==> config.mk <==
export PLATFORM = sky130hd
export DESIGN_NAME = auc_loader
export DESIGN_NICKNAME = d
export VERILOG_FILES = /design/src/rtl/auc_loader.sv
export SDC_FILE = /design/constraint.sdc
export NUM_CORES = 2
export LEC_CHECK = 0
export ABC_AREA = 0
export BUFFER_PORTS_ARGS = -buffer_cell sky130_fd_sc_hd__buf_2
export CELL_PAD_IN_SITES_DETAIL_PLACEMENT = 2
export CELL_PAD_IN_SITES_GLOBAL_PLACEMENT = 2
export CORE_ASPECT_RATIO = 0.7
export CORE_MARGIN = 2
export CORE_UTILIZATION = 45
export DETAILED_ROUTE_END_ITERATION = 6
export GPL_ROUTABILITY_DRIVEN = 0
export PLACE_DENSITY = 0.84
export SLEW_MARGIN = 20
export SYNTH_ARGS = -nofsm -noshare
export SYNTH_HDL_FRONTEND = slang
export SYNTH_SLANG_ARGS = --single-unit
export TNS_END_PERCENT = 100
==> constraint.sdc <==
create_clock -name clk -period 7.5 [get_ports clk]
set_input_delay 1.5 -clock clk [delete_from_list [all_inputs] [get_ports clk]]
set_output_delay 1.5 -clock clk [all_outputs]
set_load 0.02 [all_outputs]
==> src/rtl/auc_loader.sv <==
// Packs host words into wide operands and replays them to the decoder on a launch command.
// Optional saturating error counter enabled by defining AUC_LOADER_ERRCNT_EN.
module auc_loader #(
    parameter int unsigned WIDTH  = 256,
    parameter int unsigned HWIDTH = 32,
    parameter int unsigned DEPTH  = 5
) (
    input  logic              clk,
    input  logic              rst_n,
    input  logic              host_wen,
    input  logic [HWIDTH-1:0] host_wdat,
    input  logic              host_cmd,
    input  logic [2:0]        host_mode,
    output logic              host_busy,
    output logic              host_err,
    output logic [WIDTH-1:0]  auc_dat,
    output logic              auc_start,
    output logic [2:0]        auc_mode,
    output logic [7:0]        err_cnt
);

    localparam int unsigned WPO = WIDTH / HWIDTH;
    localparam int unsigned WCW = (WPO > 1) ? $clog2(WPO) : 1;
    localparam int unsigned PW  = $clog2(DEPTH + 1);

    typedef enum logic [1:0] {StIdle, StSend, StGap} state_e;

    state_e           state_q;
    logic [WIDTH-1:0] opnd_q [DEPTH];
    logic [PW-1:0]    wr_ptr_q, idx_q, last_q;
    logic [WCW-1:0]   wcnt_q;
    logic             gap_q, start_q, busy_q, err_q;
    logic [WIDTH-1:0] dat_q;
    logic [2:0]       mode_q;

    logic [2:0] req_n, req_m1;
    logic       mode_ok, idle, full, cmd_ok, launch, drop_all, wr_en, err_d;

    always_comb begin
        req_n   = 3'd0;
        mode_ok = 1'b1;
        case (host_mode)
            3'd3:       req_n = 3'd2;
            3'd4:       req_n = 3'd5;
            3'd5:       req_n = 3'd4;
            3'd6, 3'd7: mode_ok = 1'b0;
            default:    req_n = 3'd0;
        endcase
        req_m1   = (req_n == 3'd0) ? 3'd0 : req_n - 3'd1;
        idle     = (state_q == StIdle);
        full     = (wr_ptr_q == PW'(DEPTH));
        cmd_ok   = mode_ok && (32'(wr_ptr_q) == 32'(req_n)) && (wcnt_q == '0);
        launch   = idle && host_cmd && !host_wen && cmd_ok;
        // Invalid launch and simultaneous write+launch both discard the buffer.
        drop_all = idle && host_cmd && !launch;
        wr_en    = idle && host_wen && !host_cmd && !full;
        err_d    = (host_wen && !idle) || drop_all || (idle && host_wen && !host_cmd && full);
    end

    always_ff @(posedge clk or negedge rst_n) begin
        if (!rst_n) begin
            state_q  <= StIdle;
            wr_ptr_q <= '0;
            wcnt_q   <= '0;
            idx_q    <= '0;
            last_q   <= '0;
            gap_q    <= 1'b0;
            start_q  <= 1'b0;
            busy_q   <= 1'b0;
            err_q    <= 1'b0;
            dat_q    <= '0;
            mode_q   <= 3'd0;
            for (int i = 0; i < int'(DEPTH); i++) opnd_q[i] <= '0;
        end else begin
            err_q <= err_d;
            if (wr_en) begin
                opnd_q[wr_ptr_q][wcnt_q*HWIDTH +: HWIDTH] <= host_wdat;
                if (wcnt_q == WCW'(WPO - 1)) begin
                    wcnt_q   <= '0;
                    wr_ptr_q <= wr_ptr_q + 1'b1;
                end else begin
                    wcnt_q <= wcnt_q + 1'b1;
                end
            end
            if (drop_all) begin
                wr_ptr_q <= '0;
                wcnt_q   <= '0;
                for (int i = 0; i < int'(DEPTH); i++) opnd_q[i] <= '0;
            end
            case (state_q)
                StIdle: begin
                    if (launch) begin
                        state_q <= StSend;
                        start_q <= 1'b1;
                        busy_q  <= 1'b1;
                        mode_q  <= host_mode;
                        idx_q   <= '0;
                        last_q  <= PW'(req_m1);
                        dat_q   <= (req_n == 3'd0) ? '0 : opnd_q[0];
                    end
                end
                StSend: begin
                    if (idx_q == last_q) begin
                        state_q <= StGap;
                        start_q <= 1'b0;
                        dat_q   <= '0;
                        gap_q   <= 1'b0;
                    end else begin
                        idx_q <= idx_q + 1'b1;
                        dat_q <= opnd_q[idx_q + 1'b1];
                    end
                end
                StGap: begin
                    if (gap_q) begin
                        state_q  <= StIdle;
                        busy_q   <= 1'b0;
                        mode_q   <= 3'd0;
                        wr_ptr_q <= '0;
                        wcnt_q   <= '0;
                        for (int i = 0; i < int'(DEPTH); i++) opnd_q[i] <= '0;
                    end else begin
                        gap_q <= 1'b1;
                    end
                end
                default: state_q <= StIdle;
            endcase
        end
    end

`ifdef AUC_LOADER_ERRCNT_EN
    logic [7:0] err_cnt_q;

    always_ff @(posedge clk or negedge rst_n) begin
        if (!rst_n) begin
            err_cnt_q <= 8'd0;
        end else if (err_d && (err_cnt_q != 8'hff)) begin
            err_cnt_q <= err_cnt_q + 8'd1;
        end
    end

    assign err_cnt = err_cnt_q;
`else
    assign err_cnt = 8'd0;
`endif

    assign host_busy = busy_q;
    assign host_err  = err_q;
    assign auc_dat   = dat_q;
    assign auc_start = start_q;
    assign auc_mode  = mode_q;

endmodule

==> results.cfg <==
[clock_network]
clock_path_buffers = 3
holdBufCountCts = 0
cts_num_sinks = 1557
cts_made_buffers = 162
clk-insertion-delay-late_ps = 860
clkTransAtPathRegs_ps = 70
h-tree-depth = 4
post_cts_buffers = 0
cts.repair.resized = 0
cts_root_buf = clkbuf_16
cts_tree = built

[route]
dr.pass1.iters = 6
drt_iter0_drc = 10600
viasPerCell = 7.78
detail_route.wl_per_cell_um = 40.0
drtAntennaViolNets = 0
drc = 0
vias = 75600
wl_um = 388000

[synth]
synth_edf_count = 0
async_flop_share_pct = 100
ys_ff_latch = 1557
ys_types = 60
synth_ff_type = dfrtp_1
ys.warnings.count = 0
synth-seq-area-share_pct = 47.8
avgSynthCellArea_um2 = 10.6
synthCells = 7665
synth_area_um2 = 81500

[timing]
setup_tns_ps = 0
slew-limit-headroom_pct = 17.0
clock_skew_ps = 30.3
hold_viol_final = 0
fin_crit_sh_pct = 73.1
rsz0062_at_grt = false
fmax_mhz = 182
slew_violations = 0
tightest_slew_ps = 1250
layout_min_cycle_time_ps = 5480
setup_viol = 0

[grt]
antenna_found_initial = 20
grt_use_total_pct = 41.4
grt_max_degree = 195
overflow = 0
grt_pass1_wl_um = 579000
grt_pass1_vias = 82600

[critical_path]
cp-end-kind = flop
cp_common_cell = buf_4
critPathKind = flop to flop
crit_family = buffers and inverters
rr_startpoint = wcnt_q[0]$_DFF_PN0_
slowest_delay_ps = 1040
crit_arrival_ps = 6160
path_max_fanout = 76
cp_slowest_cell = buf_4
critPathLaunchType = flop
rr_endpoint = auc_dat[162]$_DFFE_PN0P_
cp.required_ps = 8180
timing.critical_path.cells = inv_1 > ha_1 > ha_1 > buf_4 > nor2b_1 > o2111ai_4 > buf_4 > buf_4 > o311ai_0 > o31ai_1
r2r_slack_ps = 2020
critPathBufInv = 4
ff2ff_path_depth = 10

[worst_hold_path]
hold_path_class = flop to flop
min_from = auc_start$_DFFE_PN0P_
hold-path-endpoint = auc_start$_DFFE_PN0P_
hold_depth = 2

[finish]
syn_to_final_growth_pct = 9.06
design_area_um2 = 88900
n_fill_cell = 17500
drive_gt1_share_pct = 14.3
multi_input_area_um2 = 38000
final_nets = 7247
ff_latch_area_um2 = 39000

[placed_design]
hpwlAfterDp_um = 184000
dpl_cell_area_um2 = 83300
numPortBuffers = 300

[die]
start_util_pct = 45.3
rows = 130
core_area_um2 = 180000
design.portCount = 309
die_area_um2 = 185000
die_w_um = 513
die_h_um = 360

[pwr]
ir_worst_vdd_mv = 0.336
powerDensity_nw_per_um2 = 279
finalPower_mw = 24.8
leakage_nw = 37.9

[status]
status = finished clean

[flow_run]
maxCapViolCount = 0
==> synth_stat cells (42+ instances only) <==
cell	instances	share of area, %
dfrtp_1	1557	48
clkbuf_1	705	3.2
nand3_1	679	4.2
a211oi_1	674	6.2
o21ai_0	623	3.8
mux2i_1	611	7.5
nor3_1	608	3.7
buf_2	297	1.8
and2_1	286	2.2
a21oi_1	259	1.6
o311ai_0	257	2.8
a221oi_1	256	2.8
mux4_2	256	7.1
o31ai_1	256	2.4
buf_4	61	0.56
nand2_1	44	0.20
buf_1	42	0.19
==> per-stage QoR <==
stage	cells	worst slack, ps	util, %	hold WS [ps]
after floorplan	7672	4390	-	460
after global placement	9409	2700	46.4	469
after detailed placement	9410	2480	46.4	495
after CTS	9699	2360	49.4	521
after global routing	9701	2120	49.4	549
final	9708	2020	49.4	530
==> cell families after synthesis <==
group | Yosys count | synth area share (%)
XOR/XNOR | 11 | 0.127
other | 1 | 0.00460
multiplexers | 869 | 14.6
AO/OA/AOI/OAI | 2364 | 19.8
buffers and inverters | 1118 | 5.92
AND/OR/NAND/NOR | 1737 | 11.6
adder cells (fa/ha/maj) | 8 | 0.123
flip-flops | 1557 | 47.8
==> worst max-delay path by stage <==
| stage | endpoint | depth (start not counted) | start |
|---|---|---|---|
| CTS | auc_dat[162]$_DFFE_PN0P_ | 10 | wcnt_q[0]$_DFF_PN0_ |
| global route | auc_dat[156]$_DFFE_PN0P_ | 10 | wcnt_q[0]$_DFF_PN0_ |
| global placement | auc_dat[213]$_DFFE_PN0P_ | 7 | host_mode[1] |
| finish | auc_dat[162]$_DFFE_PN0P_ | 10 | wcnt_q[0]$_DFF_PN0_ |
| detailed placement | opnd_q[1116]$_DFF_PN0_ | 7 | host_cmd |
| floorplan | auc_dat[100]$_DFFE_PN0P_ | 7 | host_mode[1] |
==> cell usage in the layout, fill, tap and decap left out, types with 7 or more instances in the layout <==
| cell type | count |
|---|---|
| ha_1 | 7 |
| o311ai_0 | 257 |
| o21ai_0 | 623 |
| a211oi_1 | 674 |
| o31ai_1 | 256 |
| and4_1 | 32 |
| nand2_1 | 44 |
| and2_1 | 286 |
| clkinv_2 | 18 |
| nor2_1 | 7 |
| clkbuf_8 | 43 |
| nor3_2 | 7 |
| inv_6 | 9 |
| buf_2 | 299 |
| clkbuf_1 | 36 |
| conb_1 | 8 |
| mux2i_1 | 611 |
| mux4_2 | 256 |
| a21oi_1 | 259 |
| nand3_1 | 673 |
| xnor2_1 | 7 |
| diode_2 | 7 |
| o21ai_1 | 24 |
| buf_12 | 50 |
| bufinv_16 | 12 |
| nor3_1 | 608 |
| buf_4 | 122 |
| a221oi_1 | 256 |
| dfrtp_1 | 1556 |
| clkbuf_16 | 165 |
| inv_1 | 9 |
| nand4_1 | 13 |
==> report_power, final <==
group	switching [mW]	internal [mW]	leakage [nW]
logic	5.98	1.33	13.5
clock network	3.95	4.89	2.70
registers	0.158	8.47	21.7
total	10.1	14.7	37.9
==> sequential cells by signal, summed over array words and instances (netlist names) <==
register   flops
host_err       1
wr_ptr_q       3
auc_dat      256
last_q         3
auc_mode       3
gap_q          1
wcnt_q         3
auc_start      1
state_q        2
host_busy      1
idx_q          3
opnd_q      1280
==> metal layers <==
layer	part of all wire (%)	GRT usage, %
met1	38	53.1
met2	45	62.5
met3	10	10.8
met4	6.7	25.7
met5	0.028	0
==> area by class of cell <==
class | instances | area share, %
repair buffers | 473 | 3.87
flip-flops and latches | 1557 | 43.8
well taps | 2376 | 3.35
diodes | 7 | 0.0197
inverters | 9 | 0.0380
clock inverters | 45 | 0.683
clock buffers | 244 | 5.46
multi-input cells | 4997 | 42.7
==> worst min-delay path, stage by stage, from the launching register on <==
cell	delay, ps
dfrtp_1	370
nand2_1	70
nand2_1	60
No activity file was read; power rests on OpenSTA's default activity.
